--- config.mk ---
export PLATFORM = sky130hd
export DESIGN_NAME = vga_timing_gen
export DESIGN_NICKNAME = d
export VERILOG_FILES = /design/src/rtl/vga_timing_gen.sv
export SDC_FILE = /design/constraint.sdc
export NUM_CORES = 1
export LEC_CHECK = 0
export BUFFER_PORTS_ARGS = -buffer_cell sky130_fd_sc_hd__buf_2
export CELL_PAD_IN_SITES_DETAIL_PLACEMENT = 1
export CELL_PAD_IN_SITES_GLOBAL_PLACEMENT = 2
export CORE_MARGIN = 2
export CORE_UTILIZATION = 27
export CTS_CLUSTER_DIAMETER = 40
export DETAILED_ROUTE_END_ITERATION = 10
export PLACE_DENSITY_LB_ADDON = 0.1
export SYNTH_ARGS = -nofsm -noshare
export SYNTH_HDL_FRONTEND = slang
export SYNTH_SLANG_ARGS = --single-unit
export TNS_END_PERCENT = 10
--- constraint.sdc ---
create_clock -name clk -period 2.28 [get_ports clk]
set_clock_uncertainty 0.15 [all_clocks]
set_input_delay 0.684 -clock clk [delete_from_list [all_inputs] [get_ports clk]]
set_output_delay 0.684 -clock clk [all_outputs]
set_load 0.005 [all_outputs]
--- src/rtl/vga_timing_gen.sv ---
// Parametrised VGA raster timing generator: sync, data enable, coordinates, line/frame/line-match pulses.
// Define VGA_TIMING_REG_OUT_EN to add one aligned register stage on every output (+1 clk latency).
module vga_timing_gen #(
  parameter int   H_ACTIVE = 32'd1280,
  parameter int   H_FP     = 32'd48,
  parameter int   H_SYNC   = 32'd112,
  parameter int   H_BP     = 32'd248,
  parameter int   V_ACTIVE = 32'd1024,
  parameter int   V_FP     = 32'd1,
  parameter int   V_SYNC   = 32'd3,
  parameter int   V_BP     = 32'd38,
  parameter logic HS_POL   = 1'b1,
  parameter logic VS_POL   = 1'b1,
  parameter int   HCW      = 32'd12,
  parameter int   VCW      = 32'd11,
  parameter int   FCW      = 32'd8
) (
  input  logic           clk,
  input  logic           rst,
  input  logic           en,
  input  logic [VCW-1:0] irq_line,
  output logic           hsync,
  output logic           vsync,
  output logic           blank_n,
  output logic           de,
  output logic [HCW-1:0] x,
  output logic [VCW-1:0] y,
  output logic           sol,
  output logic           sof,
  output logic           line_hit,
  output logic [FCW-1:0] frame_cnt
);

  localparam int H_TOTAL = H_ACTIVE + H_FP + H_SYNC + H_BP;
  localparam int V_TOTAL = V_ACTIVE + V_FP + V_SYNC + V_BP;

  localparam logic [HCW-1:0] H_LAST = HCW'(H_TOTAL - 32'd1);
  localparam logic [VCW-1:0] V_LAST = VCW'(V_TOTAL - 32'd1);
  localparam logic [HCW-1:0] H_ONE  = {{(HCW-1){1'b0}}, 1'b1};
  localparam logic [VCW-1:0] V_ONE  = {{(VCW-1){1'b0}}, 1'b1};
  localparam logic [FCW-1:0] F_ONE  = {{(FCW-1){1'b0}}, 1'b1};

  // One extra bit so a sync region ending exactly at 2^HCW / 2^VCW still compares correctly
  localparam logic [HCW:0] H_ACT_W = (HCW+1)'(H_ACTIVE);
  localparam logic [HCW:0] HS_BEG  = (HCW+1)'(H_ACTIVE + H_FP);
  localparam logic [HCW:0] HS_END  = (HCW+1)'(H_ACTIVE + H_FP + H_SYNC);
  localparam logic [VCW:0] V_ACT_W = (VCW+1)'(V_ACTIVE);
  localparam logic [VCW:0] VS_BEG  = (VCW+1)'(V_ACTIVE + V_FP);
  localparam logic [VCW:0] VS_END  = (VCW+1)'(V_ACTIVE + V_FP + V_SYNC);

  logic [HCW-1:0] hcnt_r;
  logic [VCW-1:0] vcnt_r;
  logic           sol_r;
  logic           sof_r;
  logic           hit_r;
  logic [FCW-1:0] frame_cnt_r;

  logic           h_wrap_s;
  logic           v_wrap_s;
  logic [HCW-1:0] h_next_s;
  logic [VCW-1:0] v_next_s;
  logic           de_s;
  logic           hs_act_s;
  logic           vs_act_s;
  logic           hsync_s;
  logic           vsync_s;

  // Next-count computation for both raster counters
  always_comb begin
    h_wrap_s = (hcnt_r == H_LAST);
    v_wrap_s = (vcnt_r == V_LAST);
    if (h_wrap_s) begin
      h_next_s = {HCW{1'b0}};
    end else begin
      h_next_s = hcnt_r + H_ONE;
    end
    if (v_wrap_s) begin
      v_next_s = {VCW{1'b0}};
    end else begin
      v_next_s = vcnt_r + V_ONE;
    end
  end

  // Raster counters, start-of-line/frame pulses, line match and frame counter
  always_ff @(posedge clk) begin
    if (rst) begin
      hcnt_r      <= H_LAST;
      vcnt_r      <= V_LAST;
      sol_r       <= 1'b0;
      sof_r       <= 1'b0;
      hit_r       <= 1'b0;
      frame_cnt_r <= {FCW{1'b0}};
    end else if (en) begin
      hcnt_r <= h_next_s;
      if (h_wrap_s) begin
        vcnt_r <= v_next_s;
      end
      sol_r <= h_wrap_s;
      sof_r <= h_wrap_s && v_wrap_s;
      hit_r <= h_wrap_s && (v_next_s == irq_line);
      if (h_wrap_s && v_wrap_s) begin
        frame_cnt_r <= frame_cnt_r + F_ONE;
      end
    end else begin
      sol_r <= 1'b0;
      sof_r <= 1'b0;
      hit_r <= 1'b0;
    end
  end

  assign de_s     = ({1'b0, hcnt_r} < H_ACT_W) && ({1'b0, vcnt_r} < V_ACT_W);
  assign hs_act_s = ({1'b0, hcnt_r} >= HS_BEG) && ({1'b0, hcnt_r} < HS_END);
  assign vs_act_s = ({1'b0, vcnt_r} >= VS_BEG) && ({1'b0, vcnt_r} < VS_END);
  assign hsync_s  = hs_act_s ? HS_POL : ~HS_POL;
  assign vsync_s  = vs_act_s ? VS_POL : ~VS_POL;

`ifdef VGA_TIMING_REG_OUT_EN
  // Aligned output stage; frame_cnt delayed with it so it still changes together with sof
  always_ff @(posedge clk) begin
    if (rst) begin
      hsync     <= ~HS_POL;
      vsync     <= ~VS_POL;
      de        <= 1'b0;
      blank_n   <= 1'b0;
      x         <= H_LAST;
      y         <= V_LAST;
      sol       <= 1'b0;
      sof       <= 1'b0;
      line_hit  <= 1'b0;
      frame_cnt <= {FCW{1'b0}};
    end else begin
      hsync     <= hsync_s;
      vsync     <= vsync_s;
      de        <= de_s;
      blank_n   <= de_s;
      x         <= hcnt_r;
      y         <= vcnt_r;
      sol       <= sol_r;
      sof       <= sof_r;
      line_hit  <= hit_r;
      frame_cnt <= frame_cnt_r;
    end
  end
`else
  assign hsync     = hsync_s;
  assign vsync     = vsync_s;
  assign de        = de_s;
  assign blank_n   = de_s;
  assign x         = hcnt_r;
  assign y         = vcnt_r;
  assign sol       = sol_r;
  assign sof       = sof_r;
  assign line_hit  = hit_r;
  assign frame_cnt = frame_cnt_r;
`endif

endmodule

# Word level (Yosys, flattened, before mapping)
# Cells that the tools add are included.
[classes]
n_addsub = 3
mux = 4
bitwise = 1
n_lt_le_gt_ge = 6
n_eq_ne = 3
reduce_logical = 8
[op_table]
columns = ["operator", "count"]
rows = [
  ["less-than comparator 12 x 11 -> 1 bit (second input constant)", 2],
  ["less-than comparator 11 bit (second input constant)", 2],
  ["adder 12 x 1 -> 12 bit (second input constant)", 1],
  ["equality test 12 x 11 -> 1 bit (second input constant)", 1],
  ["greater-or-equal comparator 12 x 11 -> 1 bit (second input constant)", 1],
  ["two-way mux 12 bit", 1],
  ["adder 11 x 1 -> 11 bit (second input constant)", 1],
  ["equality test 11 bit", 1],
  ["equality test 11 bit (second input constant)", 1],
  ["greater-or-equal comparator 11 bit (second input constant)", 1],
  ["two-way mux 11 bit", 1],
  ["adder 8 x 1 -> 8 bit (second input constant)", 1],
  ["logical AND 1 bit", 5],
  ["AND reduction 2 bit", 2],
  ["two-way mux 1 bit", 2],
  ["OR reduction 2 bit", 1],
  ["inverter 1 bit", 1],
]
[word_totals]
out_inout_bits = 38
ff_bits = 34
wordCells = 31
inputBits = 14

# Depth between registers and ports, before layout
# Gate-level depths: netlist of the first run.
[logic_depth]
word_depth = 4
mapped_depth = 8
depth_no_buf = 7

# Worst setup path before layout of the first run
# OpenSTA, ideal clock, no wires.
[synth_path]
path_kind = "reg-to-reg"
from = "register hcnt_r[7], in the netlist x[7]"
to = "register frame_cnt_r[7], in the netlist frame_cnt[7]"
path_slack_ns = 0.017
arrival_time_ns = 1.989
synth_period_minus_slack_ns = 2.263
setup_ns = 0.124
required_ns = 2.006
path_stages_with_launch = 7
path_buffers = 1
path_cell_list = "dfxtp_1 or3b_4 or4_4 buf_6 nor4_1 xnor2_1 nor2_1"
[synth_via]
elab_chain_cells = 3
[synth_lines]
columns = ["item", "line_no", "text"]
rows = [
  ["start: declaration", "51", "logic [HCW-1:0] hcnt_r;"],
  ["start signal: assignment", "94", "hcnt_r <= h_next_s;"],
  ["equality test 12 x 11 -> 1 bit", "70", "h_wrap_s = (hcnt_r == H_LAST);"],
  ["logical AND 1 bit", "101", "if (h_wrap_s && v_wrap_s) begin"],
  ["AND reduction 2 bit (no source line)", "-", ""],
  ["end signal: assignment", "92", "frame_cnt_r <= {FCW{1'b0}};"],
  ["end signal: assignment", "102", "frame_cnt_r <= frame_cnt_r + F_ONE;"],
  ["end: declaration", "56", "logic [FCW-1:0] frame_cnt_r;"],
]
# No other way between the ends.
# A chain may end at the register's enable or synchronous reset.

# Worst setup path after layout of the first run
[layout_path]
from = "register hcnt_r[5], in the netlist x[5]"
to = "output hsync"
[layout_via]
elab_chain_cells = 3
elab_cells_between_ends = 4
cone_classes = "order compare (2); mux (1); reduce/logical (1)"
[layout_lines]
columns = ["item", "line_no", "text"]
rows = [
  ["greater-or-equal comparator 12 x 11 -> 1 bit or less-than comparator 12 x 11 -> 1 bit (tied branches)", "112", "assign hs_act_s = ({1'b0, hcnt_r} >= HS_BEG) && ({1'b0, hcnt_r} < HS_END);"],
  ["logical AND 1 bit (*)", "112", ""],
  ["two-way mux 1 bit (*)", "114", "assign hsync_s = hs_act_s ? HS_POL : ~HS_POL;"],
  ["end: declaration", "22", "output logic hsync,"],
]
# Every way passes the cells marked *; elsewhere a longest branch is shown, timed or not.

==> results of run 1 <==
-- state kept, by name, summed over array words and instances, names as in the netlist --
| signal | cells |
|---|---|
| x | 12 |
| y | 11 |
| frame_cnt | 8 |
| line_hit | 1 |
| sof | 1 |
| sol | 1 |
-- layer usage --
metal  up-vias  part of all wire, %  track usage [%]
met2        43                   47             29.7
met1      1086                   48             24.1
met3         8                  3.8             2.52
met5         -                    0                0
met4         0                  1.2             5.27
li1       1145                    -                -
-- worst max path at each step --
stage               cells past startpoint            to  start
floorplan                               6  frame_cnt[7]   x[7]
global placement                        6      line_hit    rst
detailed placement                      7  frame_cnt[4]     en
CTS                                     4         hsync   x[5]
global route                            4         hsync   x[5]
finish                                  4         hsync   x[5]
-- through the flow --
stage / TNS, ns / setup WS (ns)
6_report: -0.0677 / -0.0484
5_1_grt: -0.234 / -0.123
4_1_cts: -0.122 / -0.0763
3_5_place_dp: -0.0188 / -0.0188
3_3_place_gp: 0 / 0.0398
2_1_floorplan: 0 / 0.0166
-- worst reg2reg max path, cell delays in order, from the launching register on --
cell     delay, ns
dfxtp_2       0.32
or3b_4        0.39
buf_4         0.16
or4_4         0.47
or3_2         0.49
a21oi_1       0.15
-- cells by family (layout without fill, tap and decap cells) --
group           count (synthesis)  count (layout)
fa+ha+maj                       5               5
flops                          34              34
mux                             2               2
simple gates                  118             118
buf+inv                        26             109
xor+xnor                       24              24
compound gates                 60              60
-- power groups by stage --
stage / sequential (W) / clock, W / combinational (W)
after CTS: 0.000681 / 0.000490 / 0.000655
final: 0.000684 / 0.000470 / 0.000669
after global routing: 0.000691 / 0.000519 / 0.000752
after detailed placement: 0.000694 / 0 / 0.000641
after floorplan: 0.000700 / 0 / 0.000333
after global placement: 0.000694 / 0 / 0.000642
-- Yosys cell counts (2+ instances only) --
library cell	count
inv_1	9
clkbuf_1	12
nand3_1	15
xor2_1	10
and3_2	3
nand2b_1	4
mux2i_1	2
dfxtp_1	34
a31oi_1	2
and2_1	2
a311oi_1	2
a22o_1	2
and3_1	4
xnor2_1	14
o31ai_1	2
or3_1	5
a211oi_1	4
nand3b_1	4
o21ai_0	14
nor2b_1	2
ha_1	5
buf_4	2
nor2_1	22
o21a_1	3
o211ai_1	5
a21oi_1	15
nor4_1	8
nand4_1	9
and4_1	2
nor3_1	6
o311ai_0	2
nand2_1	23
-- what timing repair did --
| item | CTS | global route |
|---|---|---|
| setup endpoints to repair | 3 | 17 |
| gates resized for setup | 7 | 11 |
| hold endpoints to repair | 0 | 0 |
| buffers inserted | 1 | 1 |
| pin swaps | 1 | 2 |
-- final cells by class --
class                      count  area share, %
inverter                       9           1.17
tap                          102           4.41
multi-input combinational    209           48.0
sequential                    34           23.8
clock inverter                 1          0.173
timing repair buffer          92           19.5
clock buffer                   7           2.98
==> flow_metrics.env, run 1 <==
export IMPL_outcome="finished, violations left"
export IMPL_violations="setup timing"
export IMPL_path_clk_slew_ns=0.07
export IMPL_nFillCells=989
export IMPL_r2r_cells=5
export IMPL_hold_viol=0
export IMPL_placed_cells=444
export IMPL_worst_pin_slew_ns=0.396
export IMPL_hold_depth=2
export IMPL_insertion_delay_ns=0.29
export IMPL_layout_nets=370
export IMPL_crit_buf_inv=1
export IMPL_cp_data_arrival_time_ns=1.49
export IMPL_synth_top_area_cell="dfxtp_1"
export IMPL_p_clk_share_pct=25.8
export IMPL_final_common_cell="buf_2"
export IMPL_dieArea_um2=8600
export IMPL_hpwl_um=5710
export IMPL_cap_violations=0
export IMPL_cpMaxStageDelayCell="or3b_4"
export IMPL_crit_fanout=2
export IMPL_fp_dieH_um=92.8
export IMPL_setup_slack_ns=-0.0484
export IMPL_min_from="frame_cnt[1]"
export IMPL_worstSetupPathType="reg -> out"
export IMPL_power_leakage_nw=1.20
export IMPL_power_density_nw_per_um2=630
export IMPL_worstSetupStartpointType="flip-flop"
export IMPL_place_area_um2=2720
export IMPL_drtIter0Drc=72
export IMPL_netSwitchingPower_w=0.000639
export IMPL_synth_net_count=288
export IMPL_cts_path_max_buffers=2
export IMPL_fin_util_pct=37.6
export IMPL_cts_tree="done"
export IMPL_vdd_drop_max_mv=0.252
export IMPL_yosys_top_cells_area="dfxtp_1 32%, xnor2_1 5.8%, xor2_1 4.1%, nand2_1 4.1%, nor2_1 3.9%"
export IMPL_intPower_w=0.00118
export IMPL_ant_nets=0
export IMPL_rrSetupSlack_ns=0.09
export IMPL_instances_no_fill=454
export IMPL_numCtsBuffers=5
export IMPL_setup_worst_path_end_class="output pin"
export IMPL_drive_gt1_share_pct=34.9
export IMPL_initial_core_util_pct=27.7
export IMPL_synth_top_family_by_area="simple AND/OR/NAND/NOR gates"
export IMPL_antenna_found_initial=0
export IMPL_path_cells="or3b_4 > o21a_1 > nor4b_2 > buf_2"
export IMPL_synthToLayoutAreaGrowth_pct=36.0
export IMPL_switching_share_pct=35.1
export IMPL_reg2reg_to="y[9]"
export IMPL_wl_per_cell_um=16.1
export IMPL_yosys_warnings=0
export IMPL_core_area_um2=7690
export IMPL_slowest_delay_ns=0.39
export IMPL_vias_per_cell=5.03
export IMPL_design_area_um2=2890
export IMPL_multi_input_area_um2=1390
export IMPL_cts_root_buffer="clkbuf_8"
export IMPL_syn_area_um2=2130
export IMPL_combPwrFrac_pct=36.7
export IMPL_power_total_w=0.00182
export IMPL_cts_htree_levels=2
export IMPL_max_freq_mhz=429
export IMPL_final_cell_mix="51 x buf_2, 41 x buf_4, 27 x dfxtp_1"
export IMPL_yosysTopAreaCellShare_pct=32.0
export IMPL_period_share_pct=102
export IMPL_wl_um=7300
export IMPL_holdCritPathClass="reg -> reg"
export IMPL_n_antenna_cell=0
export IMPL_avgSynthCellArea_um2=7.91
export IMPL_holdBufCountCts=0
export IMPL_io_pins=52
export IMPL_synth_mux_area_fraction_pct=0.941
export IMPL_synth_distinct_cells=53
export IMPL_synth_edf_count=0
export IMPL_p_seq_share_pct=37.5
export IMPL_cp_required_ns=1.45
export IMPL_synth_seq_cells=34
export IMPL_synth_simple_gate_area_share_pct=30.0
export IMPL_synth_xor_area_share_pct=9.88
export IMPL_relSlewSlack_pct=73.4
export IMPL_syn_inst=269
export IMPL_synth_compound_area_share_pct=18.6
export IMPL_synth_fa_ha_area_share_pct=2.94
export IMPL_grt_pass1_wl_um=12100
export IMPL_r2r_start="x[5]"
export IMPL_drv_slew=0
export IMPL_cts_sinks=34
export IMPL_timing_hold_ws_ns=0.372
export IMPL_fin_crit_ns=2.33
export IMPL_ys_flop_type="dfxtp_1"
export IMPL_regArea_um2=689
export IMPL_setup_viol=2
export IMPL_track_usage_pct=17.9
export IMPL_crit_family="simple AND/OR/NAND/NOR gates"
export IMPL_vias=2282
export IMPL_drcViolationCount=0
export IMPL_grt_max_degree=22
export IMPL_rows=32
export IMPL_hold_path_end="frame_cnt[1]"
export IMPL_overflow=0
export IMPL_async_flop_share_pct=0
export IMPL_numPortBuffers=51
export IMPL_grt_pass1_vias=2348
export IMPL_rsz0062_at_grt="yes"
export IMPL_drt_first_pass_iters=4
export IMPL_die_x_um=92.8
export IMPL_yosysSeqAreaShare_pct=32.0
export IMPL_place_congestion=0.829
Note: power is estimated with default switching activity, not from simulation.
==> run 2, diff against run 1 <==
- CELL_PAD_IN_SITES_DETAIL_PLACEMENT: 1 -> unset
- CELL_PAD_IN_SITES_GLOBAL_PLACEMENT: 2 -> unset
- CORE_ASPECT_RATIO: unset -> 0.7
- CORE_UTILIZATION: 27 -> 48
- PLACE_DENSITY: unset -> 0.76
- PLACE_DENSITY_LB_ADDON: 0.1 -> unset
==> run 2 against run 1 <==
  * The run still ends with setup timing left
  * Combinational power fell by 9.6%
  * Final cell count fell by 12%
  * First-iteration DRC count rose by 96%
  * Register-to-register slack got worse by 0.08 ns
  * Die area fell by 42%
  * Global-route usage rose by 7.2 points
  * Final area fell by 2.8%
==> flow_metrics.env, run 2 (synthesis results as in run 1) <==
export IMPL_dieArea_um2=4990
export IMPL_relSlewSlack_pct=72.4
export IMPL_grt_util_met2_pct=40.1
export IMPL_layout_nets=362
export IMPL_wl_per_cell_um=15.4
export IMPL_overflow=0
export IMPL_worstSetupPathType="reg -> out"
export IMPL_cts_sinks=34
export IMPL_max_freq_mhz=420
export IMPL_drt_first_pass_iters=4
export IMPL_setup_slack_ns=-0.101
export IMPL_place_congestion=0.977
export IMPL_vias_per_cell=5.88
export IMPL_top_regs="x x12, y x11, frame_cnt x8"
export IMPL_grt_max_degree=22
export IMPL_holdCritPathClass="reg -> reg"
export IMPL_pre_cts_slack_ns=-0.0346
export IMPL_cts_tree="done"
export IMPL_ant_nets=0
export IMPL_outcome="finished, violations left"
export IMPL_grt_busiest_layer="met2"
export IMPL_largest_reg_flops=12
export IMPL_hpwl_um=4630
export IMPL_regMostFlops="x"
export IMPL_die_x_um=83.6
export IMPL_path_clk_slew_ns=0.07
export IMPL_grt_pass1_vias=2082
export IMPL_rsz0062_at_grt="yes"
export IMPL_cts_path_max_buffers=2
export IMPL_fin_util_pct=65.3
export IMPL_fp_dieH_um=59.7
export IMPL_track_usage_pct=25.1
export IMPL_cap_violations=0
export IMPL_use_met3_pct=4.97
export IMPL_cts_htree_levels=2
export IMPL_period_share_pct=104
export IMPL_setup_worst_path_end_class="output pin"
export IMPL_power_density_nw_per_um2=702
export IMPL_crit_fanout=2
export IMPL_cts_root_buffer="clkbuf_8"
export IMPL_final_cell_mix="51 x buf_2, 32 x buf_4, 30 x dfxtp_1"
export IMPL_io_pins=52
export IMPL_drcViolationCount=0
export IMPL_initial_core_util_pct=49.4
export IMPL_worst_pin_slew_ns=0.414
export IMPL_n_antenna_cell=0
export IMPL_wl_um=6150
export IMPL_hold_viol=0
export IMPL_synthToLayoutAreaGrowth_pct=32.2
export IMPL_violations="setup timing"
export IMPL_drive_gt1_share_pct=32.3
export IMPL_worstSetupStartpointType="flip-flop"
export IMPL_rows=20
export IMPL_cp_data_arrival_time_ns=1.55
export IMPL_drv_slew=0
export IMPL_final_common_cell="buf_2"
export IMPL_power_leakage_nw=1.19
export IMPL_cp_required_ns=1.45
export IMPL_setup_viol=2
export IMPL_numPortBuffers=51
export IMPL_fin_crit_ns=2.38
export IMPL_numCtsBuffers=5
export IMPL_drtIter0Drc=141
export IMPL_antenna_found_initial=0
export IMPL_grt_pass1_wl_um=10000
export IMPL_core_area_um2=4300
export IMPL_insertion_delay_ns=0.28
export IMPL_power_total_w=0.00197
export IMPL_vias=2347
export IMPL_vdd_drop_max_mv=0.600
export IMPL_use_met1_pct=35.9
-- run 2: worst paths after layout --
check,slack (ns),end,cells after the start,from
worst max-delay path,-0.10,hsync,4,x[6]
worst min-delay path,0.36,frame_cnt[1],2,frame_cnt[1]
worst max register to register,0.01,frame_cnt[4],7,x[6]
worst min register to register,0.36,frame_cnt[1],2,frame_cnt[1]
-- run 2: metal layers --
metal / up-vias / part of all wire, %
li1: 1130 / -
met1: 1116 / 47
met2: 97 / 44
met3: 4 / 8.4
met4: 0 / 0.39
met5: - / 0
-- run 2: critical path, stage by stage, from the launching register on --
cell and delay, ns:
dfxtp_2 0.32, or3b_4 0.41, o21a_1 0.13, nor4b_2 0.25, buf_2 0.15
-- run 2: power breakdown --
group / total [W] / internal (W) / switching (W) / leakage, nW
clock network: 0.000689 / 0.000466 / 0.000222 / 0.0714
registers: 0.000681 / 0.000637 / 0.0000443 / 0.278
logic: 0.000605 / 0.000262 / 0.000343 / 0.839
total: 0.00197 / 0.00137 / 0.000609 / 1.19
-- run 2: cell type report --
cell class | instances | area [um2]
fill | 396 | 1490
multi-input combinational | 209 | 1370
sequential | 34 | 686
timing repair buffer | 84 | 515
clock buffer | 6 | 82.6
tap | 55 | 68.8
clock inverter | 2 | 60.1
inverter | 9 | 33.8
-- run 2: metrics by stage --
stage / hold slack (ns) / cell area, um2 / TNS (ns) / cells
finish: 0.363 / 2810 / -0.113 / 399
global route: 0.409 / 2810 / -0.345 / 399
CTS: 0.360 / 2800 / -0.119 / 399
detailed placement: 0.350 / 2600 / -0.0346 / 389
global placement: 0.340 / 2600 / 0 / 389
floorplan: 0.327 / 2130 / 0 / 269
-- run 2: what timing repair did --
action / 4_1_cts / 5_1_grt
hold buffers: 0 / 0
setup buffers: 2 / 0
pin swaps: 3 / 1
endpoints found under the setup margin: 2 / 9
resized for setup: 8 / 4
